**src/rtl/csr_rd_mux.sv**
```systemverilog
// Registered CSR read multiplexer: captures one of NUM_CH channels on a strobe, either by
// direct select or by an auto-incrementing scan index, and counts out-of-range selects.
module csr_rd_mux #(
    parameter int unsigned DATA_W = 8,
    parameter int unsigned NUM_CH = 8,
    parameter int unsigned SEL_W  = 3
) (
    input  logic                     PCLK,
    input  logic                     PRESETn,
    input  logic [NUM_CH*DATA_W-1:0] ch_data,
    input  logic [SEL_W-1:0]         sel,
    input  logic                     en,
    input  logic                     scan_mode,
    input  logic                     err_clr,
    output logic [DATA_W-1:0]        out,
    output logic                     out_valid,
    output logic                     sel_err,
    output logic [SEL_W-1:0]         scan_idx,
    output logic [7:0]               err_cnt
);

    localparam logic [SEL_W-1:0] LastIdx = SEL_W'(NUM_CH - 1);

    logic [DATA_W-1:0] out_q, out_d;
    logic              valid_q, valid_d;
    logic              err_q, err_d;
    logic [SEL_W-1:0]  scan_idx_q, scan_idx_d;
    logic [7:0]        err_cnt_q, err_cnt_d;

    logic [SEL_W-1:0]  cap_idx;
    logic [DATA_W-1:0] cap_data;
    logic              cap_hit;

    // An index with no matching channel leaves cap_data at zero and cap_hit low.
    always_comb begin
        cap_idx  = scan_mode ? scan_idx_q : sel;
        cap_data = '0;
        cap_hit  = 1'b0;
        for (int unsigned k = 0; k < NUM_CH; k++) begin
            if (cap_idx == SEL_W'(k)) begin
                cap_data = ch_data[k*DATA_W +: DATA_W];
                cap_hit  = 1'b1;
            end
        end
    end

    always_comb begin
        out_d      = en ? cap_data : out_q;
        valid_d    = en;
        err_d      = en & ~cap_hit;
        scan_idx_d = scan_idx_q;
        if (!scan_mode) begin
            scan_idx_d = '0;
        end else if (en) begin
            scan_idx_d = (scan_idx_q == LastIdx) ? '0 : scan_idx_q + 1'b1;
        end
        err_cnt_d = err_cnt_q;
        if (err_clr) begin
            err_cnt_d = 8'd0;
        end else if (err_d && (err_cnt_q != 8'hFF)) begin
            err_cnt_d = err_cnt_q + 8'd1;
        end
    end

    always_ff @(posedge PCLK or negedge PRESETn) begin
        if (!PRESETn) begin
            out_q      <= '0;
            valid_q    <= 1'b0;
            err_q      <= 1'b0;
            scan_idx_q <= '0;
            err_cnt_q  <= 8'd0;
        end else begin
            out_q      <= out_d;
            valid_q    <= valid_d;
            err_q      <= err_d;
            scan_idx_q <= scan_idx_d;
            err_cnt_q  <= err_cnt_d;
        end
    end

    assign out       = out_q;
    assign out_valid = valid_q;
    assign sel_err   = err_q;
    assign scan_idx  = scan_idx_q;
    assign err_cnt   = err_cnt_q;

endmodule

```
**config.mk**
```make
export PLATFORM = sky130hd
export DESIGN_NAME = csr_rd_mux
export DESIGN_NICKNAME = d
export VERILOG_FILES = /design/src/rtl/csr_rd_mux.sv
export SDC_FILE = /design/constraint.sdc
export NUM_CORES = 1
export LEC_CHECK = 0
export BUFFER_PORTS_ARGS = -buffer_cell sky130_fd_sc_hd__buf_2
export CORE_AREA = 2 2 69 71
export CTS_BUF_LIST = sky130_fd_sc_hd__clkbuf_16
export CTS_CLUSTER_DIAMETER = 120
export DETAILED_ROUTE_END_ITERATION = 16
export DIE_AREA = 0 0 71 73
export MAX_ROUTING_LAYER = met4
export PLACE_DENSITY = 0.69
export RECOVER_POWER = 100
export SLEW_MARGIN = 10
export SYNTH_ARGS = -nofsm -noshare
export SYNTH_HDL_FRONTEND = slang
export SYNTH_SLANG_ARGS = --single-unit
export TNS_END_PERCENT = 1
```
**constraint.sdc**
```tcl
create_clock -name PCLK -period 1.8 [get_ports PCLK]
set_input_delay 0.18 -clock PCLK [delete_from_list [all_inputs] [get_ports PCLK]]
set_output_delay 0.18 -clock PCLK [all_outputs]
set_load 0.03 [all_outputs]
```
# [Word-level counts from Yosys, hierarchy flattened]
# Cells that the tools add are included.
[classes] n_addsub=2 eq_ne=10 n_mux=22 n_bitwise=2 reduce_logical=3
[ops] cell="$mux 8" n=10
[ops] cell="$eq 3x3->1 const B" n=5
[ops] cell="$mux 3" n=4
[ops] cell="$add 8x1->8 const B" n=1
[ops] cell="$mux 1" n=8
[ops] cell="$ne 8x8->1 const B" n=1
[ops] cell="$eq 3x2->1 const B" n=2
[ops] cell="$add 3x1->3 const B" n=1
[ops] cell="$eq 3x1->1 const B" n=1
[ops] cell="$logic_not 3->1" n=1
[ops] cell="$ne 2x2->1 const B" n=1
[ops] cell="$reduce_bool 2->1" n=1
[ops] cell="$and 1x1->1" n=1
[ops] cell="$logic_and 1x1->1" n=1
[ops] cell="$not 1->1" n=1
[word_totals] regBits=21 input_bits=72 out_inout_bits=21 word_cells=44

# [Depth between registers and ports, before layout]
[logic_depth] depth_word=15 ltp_mapped=8 mapped_depth_nobuf=5

# [Least setup slack after synthesis]
# No wires, ideal clock.
[synth_timing] path_kind="flip-flop to flip-flop" from="reg scan_idx_q[2], in the netlist scan_idx[2]" to="reg out_q[1], in the netlist out[1]" setup_time_ns=0.126 arrival_time_ns=1.756 t_required_ns=1.674 setup_slack_ns=-0.082 stages_incl_launch_ff=6 synth_period_minus_slack_ns=1.882 path_cell_list="dfrtp_1 mux2_4 mux2_4 a221oi_2 a2111oi_1 a311o_1"
[synth_via] elab_chain_cells=10 word_cells_on_any_way=17
[synth_rtl] element="start, declared" line="27" text="logic [SEL_W-1:0] scan_idx_q, scan_idx_d;"
[synth_rtl] element="start signal, assigned" line="76" text="scan_idx_q <= scan_idx_d;"
[synth_rtl] element="$mux 3 (*)" line="36" text="cap_idx = scan_mode ? scan_idx_q : sel;"
[synth_rtl] element="$logic_not 3->1" line="40" text="if (cap_idx == SEL_W'(k)) begin"
[synth_rtl] element="$mux 8 (7 in a row)" line="40"
[synth_rtl] element="$mux 8 (*)" line="40"
[synth_rtl] element="end signal, assigned" line="73" text="out_q <= out_d;"
[synth_rtl] element="end, declared" line="24" text="logic [DATA_W-1:0] out_q, out_d;"
# Mark *: on every way between the ends. The rest lies on a longest branch, timed or not.
# A chain may end at the register's enable or synchronous reset.

# [Worst setup path in the final report]
[layout_timing] from="reg scan_idx_q[0], in the netlist scan_idx[0]" to="reg out_q[4], in the netlist out[4]"
# Same word-level chain as after synthesis.

==> summary by stage <==
Status
The run finished with clean final reports.

Synth
The area of the mapped netlist is about 1500 sq um. The mean cell area of the mapped netlist is roughly 8.4 sq um. During synthesis, Yosys emitted a total of 0 warnings. The register bit total from synthesis is 21. The number of nets produced by synthesis is between 200 and 300. The register area share after synthesis is 0.345.

The instance count of the mapped netlist is about 180. The count of cell types in the netlist is 36.

Placed design
The HPWL after detailed placement is a little over 4000 um. The count of buffers inserted at the top-level ports is between 90 and 100. In this run, placement finished with an instance count of 331. The placer's final routability congestion estimate is just under 0.9.

Die
The area enclosed by the die boundary is around 5200 sq um. From left edge to right edge, the die measures approximately 71 um. The core outline area is about 4500 sq um.

The number of rows in the core area is 25. 93 I/O pins were placed. Measured along the y axis, the die boundary spans ~73 um. For this configuration, the core starts out at a cell density of 0.336.

Cells and area
The area growth from synthesis to layout is 43.9%. The number of antenna diodes in the final layout is 0. Of the cells placed in the final design, the portion with a size suffix greater than 1 is 0.351. At the end of the flow the core is filled with cells to 0.484. The final standard cell count with taps included and fillers excluded is 336. The final-stage net count is around 360.

Hold path
The class of the most critical hold timing path is in2reg.

Routing
The detailed-router iteration count before antenna repair is 4. The number of nets with antenna violations after detailed routing is 0. The total DRC errors in the routed layout is 0. After detailed routing, the average wire length per cell comes to between 15 and 20 um. The total number of vias is around 1,700. Summed over all layers, the routed wires come to about 5100 um. In the routed layout, each cell is associated on average with a via count of 5.20.

The DRC marker count from the first detailed-route iteration is 68.

Timing
Setup repair after global routing could not meet its margin everywhere. For this run, the top clock speed supported by timing is between 0.5 and 0.6 GHz. The worst path in the final design needs a cycle of 1.70 ns, including I/O delays and setup. The number of hold-slack violations in the final timing report is 0. Of the available clock period, the critical path in the final layout requires 0.943. The number of max-slew violations in the final report is 0. The final-report setup violation count is 0. The clock arrives with 0.00568 ns of skew.

Global routing
Entering global routing, the biggest net connects 27 pins. The number of antenna violations at the first check in global routing came to 0. The first global-routing pass estimated between 7000 and 8000 um of wire. Global routing finished with a remaining overflow of 0. In the global route stage, overall resource usage came out at 0.199. The via count of the first global-routing pass is around 1,700.

Clocking
The maximum count of clock buffers along a single path is 2. The clock tree root driver cell is sky130_fd_sc_hd__clkbuf_16. Buffers added to address setup during post-CTS repair amount to 0.

The number of CTS-inserted buffers is 3. The number of H-tree branching levels is 1. At the later pin of the worst-skew pair, clock insertion delay measures about 0.26 ns. The TritonCTS clock tree is yes. The clock-pin transition on the worst setup and hold timing paths is 0.06 ns. The number of clock sinks is 21. The number of gates resized after CTS was 0.

Power and ir drop
The areal power density over the cells is around 680 nW/um^2. VDD sags by at most between 0.4 and 0.5 mV. The analysis attributes to cell leakage a power of ~0.0010 uW.

Critical path
The required time of the worst setup path is 1.97 ns. Along the worst path, the maximum fanout reaches 17. The critical path endpoint category is a register. The critical path in this run is classified as reg2reg. The data arrival time of the critical path is around 1.9 ns. The worst setup path is launched from a register.

Flow run
Across the run, the number of max-cap violations was 0.
==> worst max-delay path: stages (launching register included) <==
cell and delay (ns):
sky130_fd_sc_hd__dfrtp_1 0.43, sky130_fd_sc_hd__buf_4 0.17, sky130_fd_sc_hd__mux2i_2 0.20, sky130_fd_sc_hd__buf_12 0.18, sky130_fd_sc_hd__nor3_1 0.05, sky130_fd_sc_hd__o21ai_0 0.21
sky130_fd_sc_hd__o311ai_0 0.17, sky130_fd_sc_hd__o221ai_1 0.19
==> metrics by stage <==
stage          total power, uW  worst slack [ns]  hold slack (ns)  setup TNS [ns]  instance area [sq um]
2_1_floorplan              821            0.0308           -0.116               0                   1540
3_3_place_gp              1030             0.130            0.180               0                   2130
3_5_place_dp              1040             0.111            0.178               0                   2130
4_1_cts                   1520            0.0895            0.183               0                   2220
5_1_grt                   1580           -0.0189            0.198         -0.0518                   2190
6_report                  1500             0.102            0.183               0                   2190
==> cells by family (layout without fill, tap and decap cells) <==
family / after synthesis / after routing / synth area share
and+or+nand+nor: 70 / 70 / 0.212
AOI/OAI and AO/OA: 59 / 59 / 0.268
DFF: 21 / 21 / 0.345
muxes: 16 / 16 / 0.117
buffers and inverters: 13 / 113 / 0.0386
adders and majority gates: 2 / 2 / 0.0164
other: 1 / 1 / 0.00246
==> per-layer routing <==
| layer | up-vias | GRT usage | part of all wire |
|---|---|---|---|
| met5 | - | - | 0 |
| met1 | 808 | 0.235 | 0.41 |
| met2 | 64 | 0.357 | 0.52 |
| met3 | 8 | 0.0290 | 0.050 |
| met4 | 0 | 0.0461 | 0.013 |
| li1 | 867 | - | - |
==> registers in the layout (all words and copies together) (netlist names) <==
register   count
err_cnt        8
out            8
out_valid      1
sel_err        1
scan_idx       3
==> Yosys cell counts <==
cell type,instances,area [sq um]
sky130_fd_sc_hd__a21oi_1,12,60.1
sky130_fd_sc_hd__o21ai_0,13,65.1
sky130_fd_sc_hd__inv_1,2,7.51
sky130_fd_sc_hd__nand3_1,2,10.0
sky130_fd_sc_hd__clkbuf_1,8,30.0
sky130_fd_sc_hd__a311o_1,1,10.0
sky130_fd_sc_hd__o21ai_1,1,5.00
sky130_fd_sc_hd__a22oi_1,4,30.0
sky130_fd_sc_hd__conb_1,1,3.75
sky130_fd_sc_hd__a21o_1,1,7.51
sky130_fd_sc_hd__buf_2,2,10.0
sky130_fd_sc_hd__and3_1,1,6.26
sky130_fd_sc_hd__nor2b_1,9,56.3
sky130_fd_sc_hd__nand2b_1,8,50.1
sky130_fd_sc_hd__o21a_1,2,15.0
sky130_fd_sc_hd__a31oi_2,1,12.5
sky130_fd_sc_hd__ha_1,2,25.0
sky130_fd_sc_hd__a221oi_2,1,15.0
sky130_fd_sc_hd__mux2i_1,10,100
sky130_fd_sc_hd__nor3_1,6,30.0
sky130_fd_sc_hd__nor2_1,15,56.3
sky130_fd_sc_hd__o221ai_1,5,43.8
sky130_fd_sc_hd__a221oi_1,1,8.76
sky130_fd_sc_hd__mux2_2,3,33.8
sky130_fd_sc_hd__a31oi_1,2,12.5
sky130_fd_sc_hd__buf_6,1,11.3
sky130_fd_sc_hd__a2111oi_1,1,10.0
sky130_fd_sc_hd__o211ai_1,2,15.0
sky130_fd_sc_hd__o311a_1,1,10.0
sky130_fd_sc_hd__nand2_1,27,101
sky130_fd_sc_hd__a211oi_1,4,30.0
sky130_fd_sc_hd__and2_1,2,12.5
sky130_fd_sc_hd__o311ai_0,6,52.6
sky130_fd_sc_hd__mux2_4,3,45.0
sky130_fd_sc_hd__dfrtp_1,21,526
sky130_fd_sc_hd__o22ai_1,1,6.26
==> worst paths after layout <==
check                      cells after the start        start  slack [ns]          end
setup / recovery                               7  scan_idx[0]        0.10       out[4]
hold / removal                                 2      err_clr        0.18   err_cnt[4]
setup reg to reg                               7  scan_idx[0]        0.10       out[4]
hold reg to reg                                1   err_cnt[4]        0.50   err_cnt[4]
max in group asynchronous                      2      PRESETn        1.02  scan_idx[2]
min in group asynchronous                      2      PRESETn        0.42       out[0]
==> placed cells by master, fill, tap and decap left out, types with 3 or more instances in the layout <==
cell	synthesis	final
sky130_fd_sc_hd__o311ai_0	6	6
sky130_fd_sc_hd__a211oi_1	4	4
sky130_fd_sc_hd__nor2b_1	9	9
sky130_fd_sc_hd__dfrtp_1	21	20
sky130_fd_sc_hd__a21oi_1	12	12
sky130_fd_sc_hd__nor2_1	15	15
sky130_fd_sc_hd__a22oi_1	4	4
sky130_fd_sc_hd__clkbuf_16	0	3
sky130_fd_sc_hd__mux2i_1	10	9
sky130_fd_sc_hd__o221ai_1	5	5
sky130_fd_sc_hd__nand2b_1	8	8
sky130_fd_sc_hd__nand2_1	27	27
sky130_fd_sc_hd__buf_4	0	12
sky130_fd_sc_hd__clkbuf_1	8	21
sky130_fd_sc_hd__mux2_2	3	3
sky130_fd_sc_hd__mux2_4	3	3
sky130_fd_sc_hd__o21ai_0	13	13
sky130_fd_sc_hd__nor3_1	6	6
sky130_fd_sc_hd__buf_2	2	72
==> cell type report <==
class,count,area (sq um)
Clock buffer,3,75.1
Clock inverter,1,5.00
Fill cell,478,2340
Inverter,2,7.51
Multi-Input combinational cell,148,952
Sequential cell,21,527
Tap cell,54,67.6
Timing Repair Buffer,107,559
==> where the power goes <==
| part | internal, uW | switching [uW] | leakage (uW) |
|---|---|---|---|
| logic | 204 | 289 | 0.000736 |
| clock network | 299 | 179 | 0.0000409 |
| registers | 506 | 23.4 | 0.000272 |
==> repair_timing <==
item | CTS | global route
endpoints found under the hold margin | 21 | 0
hold buffers | 1 | 0
endpoints found under the setup margin | 0 | 3
(Power assumes the default switching activity.)
